[config.mk]
export PLATFORM = sky130hd
export DESIGN_NAME = avalon_bus_arbiter_2m
export DESIGN_NICKNAME = d
export VERILOG_FILES = /design/src/rtl/mips_bus_pkg.sv /design/src/rtl/avalon_bus_arbiter_2m_rr_pick2.sv /design/src/rtl/avalon_bus_arbiter_2m.sv
export SDC_FILE = /design/constraint.sdc
export NUM_CORES = 1
export LEC_CHECK = 0
export ABC_AREA = 0
export CAP_MARGIN = 20
export CORE_AREA = 4 4 121 123
export DETAILED_ROUTE_END_ITERATION = 10
export DIE_AREA = 0 0 125 127
export PLACE_DENSITY = 0.59
export SLEW_MARGIN = 20
export SYNTH_ARGS = -nofsm -noshare
export SYNTH_HDL_FRONTEND = slang
export SYNTH_SLANG_ARGS = --single-unit
[constraint.sdc]
create_clock -name clk -period 1.9 [get_ports clk]
set_input_delay 0.38 -clock clk [delete_from_list [all_inputs] [get_ports clk]]
set_output_delay 0.38 -clock clk [all_outputs]
set_load 0.05 [all_outputs]
[src/rtl/mips_bus_pkg.sv]
// Shared types and default widths for the Avalon-style memory bus and its two-master arbiter.
package mips_bus_pkg;

    localparam int BUS_ADDR_W = 32;
    localparam int BUS_DATA_W = 32;
    localparam int BUS_BE_W   = BUS_DATA_W / 8;

    typedef enum logic [1:0] {
        IDLE = 2'd0,
        OWN0 = 2'd1,
        OWN1 = 2'd2
    } arb_state_t;

    typedef struct packed {
        logic [BUS_ADDR_W-1:0] address;
        logic                  read;
        logic                  write;
        logic [BUS_BE_W-1:0]   byteenable;
        logic [BUS_DATA_W-1:0] writedata;
    } bus_req_t;

endpackage

[src/rtl/avalon_bus_arbiter_2m_rr_pick2.sv]
// Two-way round-robin pick: on a tie the requester that was not served last wins.
module rr_pick2 (
    input  logic valid0,
    input  logic valid1,
    input  logic last,
    output logic gnt_valid,
    output logic gnt_idx
);

    // Choose the winner among the valid requesters.
    always_comb begin
        gnt_valid = valid0 | valid1;
        gnt_idx   = 1'b0;
        if (valid0 && valid1) begin
            gnt_idx = ~last;
        end else if (valid1) begin
            gnt_idx = 1'b1;
        end else begin
            gnt_idx = 1'b0;
        end
    end

endmodule

[src/rtl/avalon_bus_arbiter_2m.sv]
// Two-master, one-slave Avalon-style arbiter: one transfer per grant, round-robin on ties,
// sticky flag when a master drives read and write together.
module avalon_bus_arbiter_2m
    import mips_bus_pkg::*;
#(
    parameter int ADDR_W     = BUS_ADDR_W,
    parameter int DATA_W     = BUS_DATA_W,
    parameter int FIRST_PRIO = 0
) (
    input  logic                clk,
    input  logic                reset,
    input  logic [ADDR_W-1:0]   m0_address,
    input  logic                m0_read,
    input  logic                m0_write,
    input  logic [DATA_W/8-1:0] m0_byteenable,
    input  logic [DATA_W-1:0]   m0_writedata,
    output logic [DATA_W-1:0]   m0_readdata,
    output logic                m0_waitrequest,
    input  logic [ADDR_W-1:0]   m1_address,
    input  logic                m1_read,
    input  logic                m1_write,
    input  logic [DATA_W/8-1:0] m1_byteenable,
    input  logic [DATA_W-1:0]   m1_writedata,
    output logic [DATA_W-1:0]   m1_readdata,
    output logic                m1_waitrequest,
    output logic [ADDR_W-1:0]   s_address,
    output logic                s_read,
    output logic                s_write,
    output logic [DATA_W/8-1:0] s_byteenable,
    output logic [DATA_W-1:0]   s_writedata,
    input  logic [DATA_W-1:0]   s_readdata,
    input  logic                s_waitrequest,
    output logic [1:0]          grant,
    output logic                err_rw
);

    localparam int   BE_W     = DATA_W / 8;
    // last-granted starts as the other master so FIRST_PRIO wins the first tie
    localparam logic LAST_RST = (FIRST_PRIO == 0) ? 1'b1 : 1'b0;

    arb_state_t state_r;
    arb_state_t state_nxt_s;
    logic       last_r;
    logic       last_nxt_s;
    logic       err_r;
    logic       m0_valid_s;
    logic       m1_valid_s;
    logic       own_valid_s;
    logic       rw_clash_s;
    logic       pick_valid_s;
    logic       pick_idx_s;

    assign m0_valid_s = m0_read ^ m0_write;
    assign m1_valid_s = m1_read ^ m1_write;
    assign rw_clash_s = (m0_read & m0_write) | (m1_read & m1_write);

    rr_pick2 u_pick (
        .valid0    (m0_valid_s),
        .valid1    (m1_valid_s),
        .last      (last_r),
        .gnt_valid (pick_valid_s),
        .gnt_idx   (pick_idx_s)
    );

    // Arbiter state, last-granted master and sticky protocol error.
    always_ff @(posedge clk) begin
        if (reset) begin
            state_r <= IDLE;
            last_r  <= LAST_RST;
            err_r   <= 1'b0;
        end else begin
            state_r <= state_nxt_s;
            last_r  <= last_nxt_s;
            err_r   <= err_r | rw_clash_s;
        end
    end

    // Next state: grant from IDLE, release on completion or when the owner withdraws.
    always_comb begin
        state_nxt_s = state_r;
        last_nxt_s  = last_r;
        own_valid_s = 1'b0;
        case (state_r)
            IDLE: begin
                if (pick_valid_s) begin
                    state_nxt_s = pick_idx_s ? OWN1 : OWN0;
                end else begin
                    state_nxt_s = IDLE;
                end
            end
            OWN0, OWN1: begin
                own_valid_s = (state_r == OWN1) ? m1_valid_s : m0_valid_s;
                // An owner that is no longer valid has aborted; last-granted stays put
                if (!own_valid_s) begin
                    state_nxt_s = IDLE;
                end else if (!s_waitrequest) begin
                    state_nxt_s = IDLE;
                    last_nxt_s  = (state_r == OWN1);
                end else begin
                    state_nxt_s = state_r;
                end
            end
            default: begin
                state_nxt_s = IDLE;
            end
        endcase
    end

    // Slave-side mux and per-master stall; strobes are masked so read and write never meet.
    always_comb begin
        s_address      = {ADDR_W{1'b0}};
        s_read         = 1'b0;
        s_write        = 1'b0;
        s_byteenable   = {BE_W{1'b0}};
        s_writedata    = {DATA_W{1'b0}};
        m0_waitrequest = 1'b1;
        m1_waitrequest = 1'b1;
        grant          = 2'b00;
        case (state_r)
            IDLE: begin
                grant = 2'b00;
            end
            OWN0: begin
                grant          = 2'b01;
                s_address      = m0_address;
                s_byteenable   = m0_byteenable;
                s_writedata    = m0_writedata;
                s_read         = m0_read & m0_valid_s;
                s_write        = m0_write & m0_valid_s;
                m0_waitrequest = m0_valid_s ? s_waitrequest : 1'b1;
            end
            OWN1: begin
                grant          = 2'b10;
                s_address      = m1_address;
                s_byteenable   = m1_byteenable;
                s_writedata    = m1_writedata;
                s_read         = m1_read & m1_valid_s;
                s_write        = m1_write & m1_valid_s;
                m1_waitrequest = m1_valid_s ? s_waitrequest : 1'b1;
            end
            default: begin
                grant = 2'b00;
            end
        endcase
    end

    assign m0_readdata = s_readdata;
    assign m1_readdata = s_readdata;
    assign err_rw      = err_r;

endmodule

# == After elaboration in Yosys (flattened, before gate mapping) ==
# Cells that the tools add are included.
# totals
ff_bits,4
input_bits,175
# op_classes
n_eq_ne,3
mux,18
bitwise,13
reduce_logical,4
# op_table
op,count
$pmux 32 s2,2
$mux 2,4
$pmux 2 s2,2
$pmux 4 s2,1
$mux 1,7
$and 1x1->1,6
$pmux 1 s2,2
$ne 3x3->1 const B,1
$or 1x1->1,3
$reduce_and 3->1,1
$eq 2x1->1 const B,1
$eq 2x2->1 const B,1
$logic_not 2->1,1
$not 1->1,2
$reduce_or 2->1,1
$xor 1x1->1,2
$logic_and 1x1->1,1

# == Logic depth before layout (Yosys ltp) ==
# depth
ltp_word,6
mapped_depth,7
mapped_depth_nobuf,5

# == By module ==
# A second synthesis with hierarchy kept.
# unflattened
cells_unflattened,271
area_unflattened_um2,1919.3
# modules_own_cells
mod,instances,cells_per_inst,area_each_um2
avalon_bus_arbiter_2m,1,269,1905.6
rr_pick2,1,2,13.8

# == Worst setup path after synthesis ==
# OpenSTA, ideal clock, no wires.
# synth_timing
kind,reg-to-output
startpoint,register state_r[0]
endpoint,output port s_address[0]
arrival_time_ps,2264
required_ps,1520
setup_slack_ps,-744
path_stages_with_launch,8
cell_sequence,dfxtp_1 > inv_1 > ha_1 > buf_6 > buf_2 > buf_2 > a22oi_1 > nor2b_1
# synth_via
elab_chain_cells,2
elab_cells_between_ends,3
# synth_rtl
element,line_no,text
"start, declared",avalon_bus_arbiter_2m.sv:41,arb_state_t state_r;
"start signal, assigned",avalon_bus_arbiter_2m.sv:72,state_r <= state_nxt_s;
$eq 2x2->1 / $eq 2x1->1 (equally long branches),avalon_bus_arbiter_2m.sv:119,case (state_r)
$pmux 32 s2 *,avalon_bus_arbiter_2m.sv:119,
"end, declared",avalon_bus_arbiter_2m.sv:26,"output logic [ADDR_W-1:0] s_address,"
# Mark *: on every way between the ends. The rest lies on a longest branch, timed or not.

# == Final worst setup path ==
# layout_timing
startpoint,register state_r[1]
endpoint,output port s_address[19]
# The elaborated chain is that of the path after synthesis.

==> results.sh <==
export IMPL_start_kind="flop"
export IMPL_ys_warn_count=0
export IMPL_grt_pass1_vias=2866
export IMPL_seq_power_share_pct=3.7
export IMPL_setup_tns_ns=-3.51
export IMPL_seq_area_sq_um=85.1
export IMPL_multiInputGateArea_sq_um=2180
export IMPL_clkPwrFrac_pct=12.1
export IMPL_gp_congestion=0.860
export IMPL_antenna_found_initial=0
export IMPL_cts_buffers=3
export IMPL_drv_cap=0
export IMPL_dp_hpwl_mm=7.97
export IMPL_finalCritPeriodShare_pct=106
export IMPL_internal_power_mw=1.69
export IMPL_skew_ns=0.00330
export IMPL_vias=2645
export IMPL_fmax_mhz=497
export IMPL_hp_class="flop to flop"
export IMPL_p_leak_nw=2.02
export IMPL_mostFrequentLayoutCells="clkdlybuf4s50_1, buf_12, a22oi_2, nor2b_4, buf_4"
export IMPL_end_kind="output pin"
export IMPL_area_delta_synth_final_pct=218
export IMPL_dp_cells=592
export IMPL_synth_cells=270
export IMPL_avgSynthCellArea_sq_um=7.10
export IMPL_drt_total_wl_mm=11.6
export IMPL_root_buffer="clkbuf_16"
export IMPL_clockBufferDepth=2
export IMPL_routedWlPerCell_um=18.7
export IMPL_ios=314
export IMPL_p_comb_share_pct=84.2
export IMPL_drt_initial_drc_count=97
export IMPL_synth_simple_area_share_pct=26.1
export IMPL_slew_headroom_pct=65.8
export IMPL_tritoncts="done"
export IMPL_clk_pin_slew_worst_paths_ns=0.03
export IMPL_synth_seq_cells=4
export IMPL_detail_route_drc_violations=0
export IMPL_routed_via_density=4.29
export IMPL_synth_compound_area_share_pct=29.8
export IMPL_status="finished, violations left"
export IMPL_synth_top_family_by_area="buffers and inverters"
export IMPL_timing_final_crit_period_ns=2.01
export IMPL_ir_drop_mv=0.240
export IMPL_worst_hold_slack_ns=0.483
export IMPL_grt_max_degree=43
export IMPL_required_ns=1.52
export IMPL_slew_violations=0
export IMPL_die_y_um=127
export IMPL_worst_slack_ns=-0.114
export IMPL_worstPathArrival_ns=1.63
export IMPL_rows=43
export IMPL_dieArea_sq_um=15900
export IMPL_die_x_um=125
export IMPL_finalSetupViolations=65
export IMPL_synth_cell_types=19
export IMPL_rsz0062_at_grt="yes"
export IMPL_diodes=0
export IMPL_fin_cells=617
export IMPL_fin_nets=625
export IMPL_numPortBuffers=217
export IMPL_violations="setup timing"
export IMPL_syn_nets=456
export IMPL_tightest_slew_ns=0.512
export IMPL_htreeDepth=1
export IMPL_worst_setup_path_type="flop to output pin"
export IMPL_ant_nets=0
export IMPL_layout_commonest_cell="clkdlybuf4s50_1"
export IMPL_coreArea_sq_um=13700
export IMPL_worstSkewPairLatency_ns=0.23
export IMPL_grt_pass1_wl_mm=15.9
export IMPL_drt_pre_antenna_iters=4
export IMPL_synthMuxAreaShare_pct=0.783
export IMPL_yosysSeqAreaShare_pct=4.18
export IMPL_drive_above_1_share_pct=61.1
export IMPL_p_switching_mw=1.11
export IMPL_gr_total_overflow=0
export IMPL_fillers=1235
export IMPL_clock_sinks=4
export IMPL_gr_usage_all_layers_pct=12.3
export IMPL_hold_violations=0
export IMPL_swShare_pct=39.5
export IMPL_p_per_area_nw_per_um2=460
export IMPL_synthAdderAreaFrac_pct=7.18
export IMPL_syn_area_sq_um=1920
export IMPL_crit_fanout=9
export IMPL_synth_xor_area_share_pct=0
export IMPL_initial_core_util_pct=14.0
-- worst max-delay path: stages, from the launching register on --
cell	delay (ns)
dfxtp_2	0.33
buf_6	0.12
ha_4	0.17
buf_12	0.14
buf_12	0.14
a22oi_2	0.27
nor2b_4	0.08
buf_12	0.15
-- layout make-up --
type | count | share of cell area, %
Sequential cell | 4 | 1.40
Tap cell | 180 | 3.70
Inverter | 7 | 0.514
Clock buffer | 3 | 1.23
Multi-Input combinational cell | 171 | 35.8
Timing Repair Buffer | 252 | 57.3
-- synthesized netlist by cell type --
cell type / count / share of area [%]
a22oi_1: 70 / 27
a31oi_1: 1 / 0.33
buf_2: 6 / 1.6
buf_4: 64 / 25
buf_6: 1 / 0.59
clkbuf_1: 17 / 3.3
dfxtp_1: 4 / 4.2
ha_1: 11 / 7.2
inv_1: 7 / 1.4
mux2_4: 1 / 0.78
nand2_1: 4 / 0.78
nand2b_1: 2 / 0.65
nor2_1: 3 / 0.59
nor2b_1: 72 / 23
nor3_1: 1 / 0.26
o2111ai_1: 2 / 0.91
o21ai_0: 1 / 0.26
o41ai_1: 2 / 0.91
or2_2: 1 / 0.33
-- what timing repair did --
item	CTS	global route
endpoints found under the setup margin	72	70
gates resized for setup	59	43
hold buffers	0	0
buffers inserted	9	2
cloned	4	8
pin swaps	5	5
-- sequential cells by signal, indices dropped and copies added, names as in the netlist --
name / cells
last_r: 1
state_r: 2
err_rw: 1
-- metal layers --
layer / up-vias / part of all wire [%] / track usage (%) / routed length, um
met1: 1264 / 37 / 14.1 / 4300
met3: 27 / 6.1 / 2.51 / 706
met4: 0 / 2.1 / 3.00 / 242
met2: 134 / 55 / 23.4 / 6310
li1: 1220 / - / - / -
met5: - / 0 / 0 / 0
-- kinds of logic (layout without fill, tap and decap cells) --
group | after synthesis | count (layout)
AO/OA/AOI/OAI | 76 | 76
buffers and inverters | 95 | 262
AND/OR/NAND/NOR | 83 | 83
multiplexers | 1 | 1
adder cells (fa/ha/maj) | 11 | 11
flip-flops | 4 | 4
-- power by group through the flow --
stage | sequential [mW] | combinational, mW | clock (mW)
6_report | 0.103 | 2.36 | 0.340
5_1_grt | 0.105 | 2.46 | 0.347
4_1_cts | 0.103 | 2.17 | 0.342
3_5_place_dp | 0.101 | 1.89 | 0
3_3_place_gp | 0.100 | 1.87 | 0
2_1_floorplan | 0.106 | 1.39 | 0
-- through the flow --
stage | area, sq um | worst slack [ns] | utilization [%] | power (mW)
global placement | 5170 | -0.182 | 37.9 | 1.97
detailed placement | 5170 | -0.196 | 37.9 | 1.99
global route | 6090 | -0.135 | 44.5 | 2.91
CTS | 5690 | -0.131 | 41.6 | 2.61
floorplan | 2470 | -0.00162 | - | 1.49
finish | 6090 | -0.114 | 44.5 | 2.80
-- path summary, 6_finish.rpt --
kind,startpoint,to,slack (ns),depth (start not counted)
max,state_r[1],s_address[19],-0.11,7
min,last_r,last_r,0.48,2
max reg2reg,state_r[1],state_r[0],0.07,7
min reg2reg,last_r,last_r,0.48,2
Note: power is estimated with default switching activity, not from simulation.
